$ cat src/rtl/clk_step_ctrl_pkg.sv
// Shared types for the processor clock-enable controller.
// FSM state encoding is also what the LEDs display.
package clk_step_pkg;

    localparam int STATE_W = 2;

    typedef enum logic [STATE_W-1:0] {
        ST_HALT = 2'd0,
        ST_RUN  = 2'd1,
        ST_STEP = 2'd2,
        ST_DONE = 2'd3
    } state_t;

endpackage

$ cat src/rtl/clk_step_ctrl_key_debounce.sv
// Pushbutton synchronizer and debouncer.
// Emits a one-cycle event when a press (1->0) is accepted.
module key_debounce #(
    parameter int DEBOUNCE_CYCLES = 1_000_000
) (
    input  logic CLOCK_50,
    input  logic reset,
    input  logic step_key,
    output logic step_evt
);

    localparam int CW = $clog2(DEBOUNCE_CYCLES + 1);
    localparam logic [CW-1:0] CNT_MAX = CW'(DEBOUNCE_CYCLES);

    logic          key_s1;
    logic          key_s2;
    logic          key_level;
    logic [CW-1:0] stab_cnt;

    always_ff @(posedge CLOCK_50) begin
        if (reset) begin
            key_s1    <= 1'b0;
            key_s2    <= 1'b0;
            key_level <= 1'b1;
            stab_cnt  <= '0;
            step_evt  <= 1'b0;
        end else begin
            key_s1   <= step_key;
            key_s2   <= key_s1;
            step_evt <= 1'b0;
            if (key_s2 == key_level) begin
                stab_cnt <= '0;
            end else if (stab_cnt == CNT_MAX) begin
                // only a press is an event; a release just updates the level
                key_level <= key_s2;
                stab_cnt  <= '0;
                step_evt  <= ~key_s2;
            end else begin
                stab_cnt <= stab_cnt + 1'b1;
            end
        end
    end

endmodule

$ cat src/rtl/clk_step_ctrl.sv
// Turns the divider tap into single-cycle cpu_en pulses on CLOCK_50,
// with free-run, single-step and sticky-halt modes.
module clk_step_ctrl
    import clk_step_pkg::*;
#(
    parameter int DEBOUNCE_CYCLES = 1_000_000,
    parameter int CNT_W           = 16
) (
    input  logic               CLOCK_50,
    input  logic               reset,
    input  logic               div_tick_src,
    input  logic               run_mode,
    input  logic               step_key,
    input  logic               halt_req,
    output logic               cpu_en,
    output logic [CNT_W-1:0]   cycle_count,
    output logic [STATE_W-1:0] state
);

    state_t st_q;
    state_t st_d;
    logic   en_d;
    logic   tick_s1;
    logic   tick_s2;
    logic   tick_prev;
    logic   div_rise;
    logic   step_evt;

    key_debounce #(
        .DEBOUNCE_CYCLES(DEBOUNCE_CYCLES)
    ) u_key (
        .CLOCK_50(CLOCK_50),
        .reset   (reset),
        .step_key(step_key),
        .step_evt(step_evt)
    );

    assign div_rise = tick_s2 & ~tick_prev;
    assign state    = st_q;

    always_comb begin
        st_d = st_q;
        en_d = 1'b0;
        unique case (st_q)
            ST_HALT: begin
                if (halt_req)      st_d = ST_DONE;
                else if (run_mode) st_d = ST_RUN;
                else if (step_evt) st_d = ST_STEP;
            end
            ST_RUN: begin
                if (halt_req)       st_d = ST_DONE;
                else if (!run_mode) st_d = ST_HALT;
                else                en_d = div_rise;
            end
            ST_STEP: begin
                if (halt_req) begin
                    st_d = ST_DONE;
                end else if (div_rise) begin
                    en_d = 1'b1;
                    st_d = ST_HALT;
                end
            end
            ST_DONE: st_d = ST_DONE;
        endcase
    end

    always_ff @(posedge CLOCK_50) begin
        if (reset) begin
            tick_s1     <= 1'b0;
            tick_s2     <= 1'b0;
            tick_prev   <= 1'b0;
            st_q        <= ST_HALT;
            cpu_en      <= 1'b0;
            cycle_count <= '0;
        end else begin
            tick_s1   <= div_tick_src;
            tick_s2   <= tick_s1;
            tick_prev <= tick_s2;
            st_q      <= st_d;
            cpu_en    <= en_d;
            if (cpu_en) cycle_count <= cycle_count + 1'b1;
        end
    end

endmodule
$ cat config.mk
export PLATFORM = sky130hd
export DESIGN_NAME = clk_step_ctrl
export DESIGN_NICKNAME = d
export VERILOG_FILES = /design/src/rtl/clk_step_ctrl_pkg.sv /design/src/rtl/clk_step_ctrl_key_debounce.sv /design/src/rtl/clk_step_ctrl.sv
export SDC_FILE = /design/constraint.sdc
export NUM_CORES = 1
export LEC_CHECK = 0
export ABC_AREA = 1
export CORE_ASPECT_RATIO = 2
export CORE_MARGIN = 2
export CORE_UTILIZATION = 55
export DETAILED_ROUTE_END_ITERATION = 16
export GPL_TIMING_DRIVEN = 1
export MAX_ROUTING_LAYER = met4
export PLACE_DENSITY = 0.85
export REMOVE_ABC_BUFFERS = 1
export SKIP_LAST_GASP = 1
export SYNTH_ARGS = -nofsm -noshare
export SYNTH_HDL_FRONTEND = slang
export SYNTH_SLANG_ARGS = --single-unit
$ cat constraint.sdc
create_clock -name CLOCK_50 -period 3.1 [get_ports CLOCK_50]
set_input_delay 0.31 -clock CLOCK_50 [delete_from_list [all_inputs] [get_ports CLOCK_50]]
set_output_delay 0.31 -clock CLOCK_50 [all_outputs]
set_load 0.05 [all_outputs]
=== Yosys cells after proc, flatten, opt, wreduce, memory -nomap -nowiden ===
Cells that the tools add are included.

* Flip-flop bits (word level): 46
* Latch bits: 0
* Memory bits (writable): 0
* Bits in read-only memories: 0
* Bits of input ports: 6
* Output and inout port bits: 19
* Word-level logic and storage cells: 44
* Memories: 0

* Add/subtract/negate cells: 2
* Multipliers: 0
* Divide/modulo/power cells: 0
* Magnitude comparators: 0
* Equal/unequal tests: 8
* Shift operators: 0
* Multiplexer cells: 13
* Bitwise gates (word level): 5
* Reduce and logical (&&, ||, !) cells: 5

{| class="wikitable"
|+ Operators by type and width
! operator !! count
|-
| 20-bit by 1-bit adder with 20-bit output (second input constant) || 1
|-
| 20-bit equality test (second input constant) || 1
|-
| 16-bit by 1-bit adder with 16-bit output (second input constant) || 1
|-
| 2-bit 2-to-1 mux || 7
|-
| 2-bit case mux with 4 select lines || 1
|-
| 3-bit != test (second input constant) || 2
|-
| 3-bit OR reduction || 2
|-
| 2-bit equality test (second input constant) || 2
|-
| 1-bit 2-to-1 mux || 4
|-
| 4-bit by 3-bit != test with 1-bit output (second input constant) || 1
|-
| 1-bit NOT || 4
|-
| 3-bit AND reduction || 1
|-
| 2-bit by 1-bit equality test with 1-bit output (second input constant) || 1
|-
| 2-bit zero test || 1
|-
| 1-bit case mux with 2 select lines || 1
|-
| 2-bit AND reduction || 1
|-
| 1-bit bitwise AND || 1
|-
| 1-bit equality test || 1
|}

=== Longest topological paths before layout ===
Gate-level depths: netlist (run 1).

* Depth after elaboration: 5
* Gate-level depth with buffers: 9
* Depth with buffers taken out: 9

=== Cells and area by module ===
Synthesis (run 1) repeated with hierarchy kept, for this count alone.

* Cell total of the unflattened synthesis: 334
* Area total of the unflattened synthesis: 2357.3 um2

{| class="wikitable"
|+ Modules (own cells, without submodules)
! module !! instances !! cells each !! area each (um2)
|-
| key_debounce || 1 || 168 || 1203.7
|-
| clk_step_ctrl || 1 || 166 || 1153.6
|}

=== Worst setup path after synthesis (run 1) ===
No wires, ideal clock.

* Path type: reg-to-reg
* From: reg st_q[0] (netlist: state[0])
* To: reg st_q[0] (netlist: state[0])
* Setup time: 0.113 ns
* Data arrival time: 1.632 ns
* Setup slack: 1.355 ns
* Cell stages (with the launch flop): 9
* Period minus slack after synthesis: 1.745 ns
* Cells stage by stage: dfxtp_1 -> inv_1 -> ha_1 -> nand2_1 -> inv_1 -> o21ai_0 -> o21ai_0 -> nor2_1 -> nor2_1

* Cells in the longest elaborated chain, start to end: 3

{| class="wikitable"
|+ RTL lines
! item !! line !! RTL
|-
| start, declared || clk_step_ctrl.sv:20 || <nowiki>state_t st_q;</nowiki>
|-
| start signal, assigned || clk_step_ctrl.sv:79 || <nowiki>st_q <= st_d;</nowiki>
|-
| 2-bit equality test, or another cell as far along || clk_step_ctrl.sv:44 || <nowiki>unique case (st_q)</nowiki>
|-
| 3-bit != test (no line) or 4-bit by 3-bit != test with 1-bit output (tied branches) || -- ||
|-
| 3-bit AND reduction (no line) || -- ||
|}

Parallel ways exist; a longest one is shown, timed or not.
A chain may end at the register's enable or synchronous reset.

=== Worst setup path in the final report (run 1) ===
* From: reg cpu_en
* To: out cpu_en

{| class="wikitable"
|+ RTL lines
! item !! line !! RTL
|-
| start, declared || clk_step_ctrl.sv:15 || <nowiki>output logic cpu_en,</nowiki>
|-
| start signal, assigned || clk_step_ctrl.sv:80 || <nowiki>cpu_en <= en_d;</nowiki>
|}

No word-level cell between the ends.

==> flow_summary.json, run 1 <==
{
  "status": "finished clean",
  "synthesis.area_um2": 2340,
  "fillers": 362,
  "yosysWarningCount": 0,
  "maxSlewHeadroom": 0.652,
  "grt_usage": 0.236,
  "grt_pass1_wl_mm": 8.39,
  "cts_hold_buf": 0,
  "fmax_ghz": 0.516,
  "synth_area_per_cell_um2": 6.90,
  "std_cell_rows": 33,
  "multi_input_area_um2": 1220,
  "rrSetupSlack_ps": 1600,
  "worst_hold_path.num_cells": 2,
  "grt_max_degree": 21,
  "worstSetupStartpoint": "cpu_en",
  "cts_buffers": 5,
  "wl_met1_mm": 1.73,
  "total_power_mw": 1.28,
  "drive_above_1_share": 0.0784,
  "die_w_um": 50.2,
  "ys_seq_area_frac": 0.393,
  "vias_per_cell": 5.09,
  "worstPathRequired_ps": 2790,
  "crit_path_start_kind": "flip-flop",
  "dpl.cell_count": 414,
  "switching_power_mw": 0.355,
  "grt_pass1_vias": 2164,
  "die_h_um": 96.3,
  "cts.path.max_buffers": 2,
  "reg2reg_depth": 8,
  "ys.flop_type": "dfxtp_1",
  "mostFrequentLayoutCell": "nor2_1",
  "synth_edf_count": 0,
  "power_density_nw_per_um2": 463,
  "first_pass_iters": 4,
  "synth_cells": 340,
  "cp-endpoint": "cpu_en",
  "area_growth_pct": 17.6,
  "nets": 383,
  "final-seq-area_um2": 921,
  "cp.depth": 1,
  "clockPowerShare": 0.353,
  "h-tree-depth": 2,
  "dr_wl_met3_um": 136,
  "cts_tree": "yes",
  "cts_resized": 0,
  "vdd_drop_max_mv": 0.344,
  "cts_setup_buffers": 0,
  "p_leak_nw": 1.11,
  "tightest_slew_ps": 521,
  "path_cells": "clkdlybuf4s50_1",
  "pwr-share-comb": 0.157,
  "ioPinCount": 25,
  "hpwl_mm": 3.81,
  "antenna_found_initial": 0,
  "initialDrtViolationCount": 23,
  "io_buffers": 24,
  "internal-power_mw": 0.920,
  "wl_met2_mm": 2.78,
  "crit_family": "buffers and inverters",
  "cp_slowest_stage_delay_ps": 850,
  "reg2reg_from": "u_key.stab_cnt[0]",
  "initial_core_util": 0.574,
  "drt-total-wl_mm": 4.89,
  "post_drt_wl_per_cell_um": 11.6,
  "critPathArrivalTime_ps": 1630,
  "clkTransAtPathRegs_ps": 90,
  "layoutNonFillerInstCount": 422,
  "cp_max_fo": 8,
  "synth.distinct_cells": 29,
  "post-route-util": 0.674,
  "overflow": 0,
  "r2r-end": "u_key.stab_cnt[11]",
  "pwr-share-seq": 0.490,
  "max-cap-violations": 0,
  "die-area_um2": 4830,
  "cts_root_buffer": "clkbuf_8",
  "layout_common_cells": "79 x nor2_1, 70 x nand2_1, 46 x inv_1, 46 x dfxtp_1, 24 x clkdlybuf4s50_1",
  "finalSetupTns_ps": 0,
  "report.final.slew_viol_count": 0,
  "top_layer_used": "met4",
  "endpoint_kind": "output port",
  "ys_ff_latch": 46,
  "critPathKind": "reg2out",
  "place_congestion": 0.856,
  "finalCritPeriodShare": 0.625,
  "fin_worst_skew_ps": 8.24,
  "core_um2": 4090,
  "antenna_cells": 0,
  "async_reset_ff_frac": 0,
  "cts.sinks": 46,
  "drc": 0,
  "clk-insertion-delay-late_ps": 300,
  "rsz0062_at_grt": "false",
  "setup_viol": 0,
  "slowest_stage": "clkdlybuf4s50_1",
  "sw_frac_of_total": 0.279,
  "num_vias": 2148,
  "hold_path.class": "reg2reg",
  "period_needed_ps": 1940,
  "crit_buf_inv": 1,
  "dp_slack_ps": 1300,
  "hold_violations": 0,
  "fin_ws_ps": 1160,
  "ant_nets": 0
}
-- kinds of logic after synthesis --
group,count (synthesis),synth area share
DFF,46,0.393
AOI/OAI and AO/OA,20,0.0464
xor gates and xnor gates,14,0.0523
and+or+nand+nor,200,0.379
buffers and inverters,52,0.0864
adders and majority gates,8,0.0427
-- Yosys cell counts (2+ instances only) --
cell	instances	area (um^2)
nor2_1	79	297
buf_4	2	15.0
nand2_2	5	31.3
nor3_1	3	15.0
nor2_4	5	56.3
clkbuf_1	2	7.51
dfxtp_1	46	921
a21oi_1	8	40.0
inv_1	46	173
nand3_2	2	20.0
xor2_1	8	70.1
o21ai_0	7	35.0
nand2_1	70	263
inv_2	2	7.51
ha_1	8	100
xnor2_1	6	52.6
nand3_1	21	105
nor2_2	3	18.8
nand3b_1	2	15.0
nand4_1	6	37.5
-- stage by stage --
step | hold WS [ps] | cell area [um^2]
floorplan | 377 | 2320
global placement | 392 | 2640
detailed placement | 405 | 2640
CTS | 419 | 2760
global route | 434 | 2760
finish | 414 | 2760
-- layer usage --
metal,up-vias,track usage
met3,23,0.0357
met4,0,0.174
li1,1102,-
met2,60,0.464
met1,963,0.186
met5,-,-
-- flip-flops by register name (all words and copies together) (netlist names) --
name	count
tick_s1	1
u_key.key_s2	1
u_key.stab_cnt	20
cpu_en	1
u_key.key_s1	1
cycle_count	16
u_key.step_evt	1
u_key.key_level	1
tick_prev	1
state	2
tick_s2	1
-- how the worst min path moves through the flow --
stage	slack (ps)	endpoint	startpoint
6_report	410	tick_s2	tick_s1
5_1_grt	430	tick_s2	tick_s1
4_1_cts	420	tick_s2	tick_s1
3_5_place_dp	400	tick_s2	tick_s1
3_3_place_gp	390	tick_s2	tick_s1
2_1_floorplan	380	cycle_count[12]	reset
-- final cells by class --
type / count / area share
Timing Repair Buffer: 26 / 0.0926
Multi-Input combinational cell: 242 / 0.443
Inverter: 48 / 0.0654
Tap cell: 52 / 0.0236
Clock inverter: 3 / 0.0163
Sequential cell: 46 / 0.334
Clock buffer: 5 / 0.0250
-- power groups by stage --
stage / logic (mW) / clock network (mW) / registers, mW
3_3_place_gp: 0.194 / 0 / 0.639
6_report: 0.200 / 0.450 / 0.625
3_5_place_dp: 0.202 / 0 / 0.639
5_1_grt: 0.228 / 0.486 / 0.628
2_1_floorplan: 0.0985 / 0 / 0.678
4_1_cts: 0.202 / 0.460 / 0.626
(Power assumes the default switching activity.)
==> inputs of run 2 (changes only) <==
Settings changed: CORE_UTILIZATION 55 to 50, PLACE_DENSITY 0.85 to 0.82.
Clock period 3.1 ns to 1.7 ns, I/O delays scaled along.
==> run 2 against run 1 <==
- via count fell by 1.4%
- register-to-register slack got worse by 1400 ps
- highest routed layer unchanged
- wire length fell by 1.9%
- utilization fell by 6.8 points
- count of clock-buffer cells in the layout did not move
- combinational power rose by 83%
- worst setup slack got worse by 1100 ps
- first-iteration DRC count rose to 2.6 times the previous value
==> flow_summary.json, run 2 (synthesis gave the netlist of run 1 again) <==
{
  "die_h_um": 101,
  "h-tree-depth": 2,
  "vdd_drop_max_mv": 0.720,
  "layout_common_cells": "79 x nor2_1, 70 x nand2_1, 46 x inv_1, 46 x dfxtp_1, 21 x nand3_1",
  "grt_max_degree": 21,
  "core_um2": 4550,
  "maxSlewHeadroom": 0.666,
  "grt_pass1_wl_mm": 8.16,
  "area_growth_pct": 17.8,
  "die-area_um2": 5290,
  "cp_slowest_stage_delay_ps": 810,
  "place_congestion": 0.944,
  "fmax_ghz": 0.610,
  "regMostFlops": "u_key.stab_cnt",
  "cts_buffers": 5,
  "num_vias": 2118,
  "io_buffers": 24,
  "post-route-util": 0.607,
  "post_drt_wl_per_cell_um": 11.2,
  "hpwl_mm": 3.73,
  "dpl.cell_count": 419,
  "cts.sinks": 46,
  "tightest_slew_ps": 500,
  "largest_reg_flops": 20,
  "cts.path.max_buffers": 2,
  "fillers": 434,
  "rsz0062_at_grt": "false",
  "crit_buf_inv": 1,
  "path_cells": "clkdlybuf4s50_1",
  "cts_root_buffer": "clkbuf_8",
  "grt_pass1_vias": 1988,
  "max-cap-violations": 0,
  "power_density_nw_per_um2": 844,
  "mostFrequentLayoutCell": "nor2_1",
  "initialDrtViolationCount": 59,
  "layoutNonFillerInstCount": 427,
  "nets": 385,
  "initial_core_util": 0.515,
  "setup_viol": 0,
  "hold_path.class": "in2reg",
  "critPathArrivalTime_ps": 1470,
  "holdWs_ps": 402,
  "first_pass_iters": 4,
  "crit_path_start_kind": "flip-flop",
  "report.final.slew_viol_count": 0,
  "p_leak_nw": 1.24,
  "cts_tree": "yes",
  "clkTransAtPathRegs_ps": 90,
  "drt-total-wl_mm": 4.79,
  "antenna_cells": 0,
  "clk-insertion-delay-late_ps": 300,
  "finalCritPeriodShare": 0.964,
  "die_w_um": 52.4,
  "crit_family": "buffers and inverters",
  "status": "finished clean",
  "critPathKind": "reg2out",
  "endpoint_kind": "output port",
  "ioPinCount": 25,
  "cp_max_fo": 3,
  "vias_per_cell": 4.96,
  "overflow": 0,
  "drive_above_1_share": 0.118,
  "ant_nets": 0,
  "fin_worst_skew_ps": 8.28,
  "hold_violations": 0,
  "period_needed_ps": 1640,
  "antenna_found_initial": 0,
  "worstPathRequired_ps": 1530,
  "drc": 0,
  "std_cell_rows": 35,
  "slowest_stage": "clkdlybuf4s50_1",
  "grt_usage": 0.207
}
[run 2: final timing paths]
| check | from | slack, ps | cells past startpoint | end |
|---|---|---|---|---|
| worst min-delay path | div_tick_src | 400 | 3 | tick_s1 |
| worst max-delay path | cycle_count[15] | 60 | 1 | cycle_count[15] |
| worst max register to register | state[0] | 160 | 8 | state[0] |
| worst min register to register | tick_s1 | 410 | 2 | tick_s2 |
[run 2: layout make-up]
type	instances	area [um^2]	share of cell area
clock inverter	3	43.8	0.0159
timing repair buffer	28	259	0.0937
multi-input combinational	242	1220	0.442
sequential	46	921	0.333
inverter	48	180	0.0652
tap	55	68.8	0.0249
clock buffer	5	68.8	0.0249
[run 2: repair_timing]
action                                  in CTS  in global routing
gates resized for setup                      1                  4
endpoints found under the setup margin       1                  4
setup buffers                                0                  0
hold buffers                                 0                  0
[run 2: report_power, final]
group          total, mW  internal (mW)  leakage [nW]  switching (mW)
clock              0.824          0.441        0.0585           0.383
sequential          1.14           1.11         0.372          0.0309
combinational      0.367          0.130         0.806           0.236
[run 2: layer usage]
| metal | vias to the layer above | global-route usage | routed length, um |
|---|---|---|---|
| met3 | 11 | 0.0341 | 133 |
| met4 | 0 | 0.0730 | 127 |
| met2 | 39 | 0.402 | 2790 |
| met5 | - | - | 0 |
| li1 | 1111 | - | - |
| met1 | 957 | 0.191 | 1740 |
[run 2: through the flow]
stage          worst slack [ps]  total power, mW  area (um^2)  TNS (ps)
6_report                   60.5             2.33         2760         0
5_1_grt                    12.4             2.45         2760         0
4_1_cts                    18.9             2.36         2750         0
3_5_place_dp                193             1.53         2640         0
3_3_place_gp                237             1.52         2640         0
2_1_floorplan             -45.0             1.42         2320     -90.0
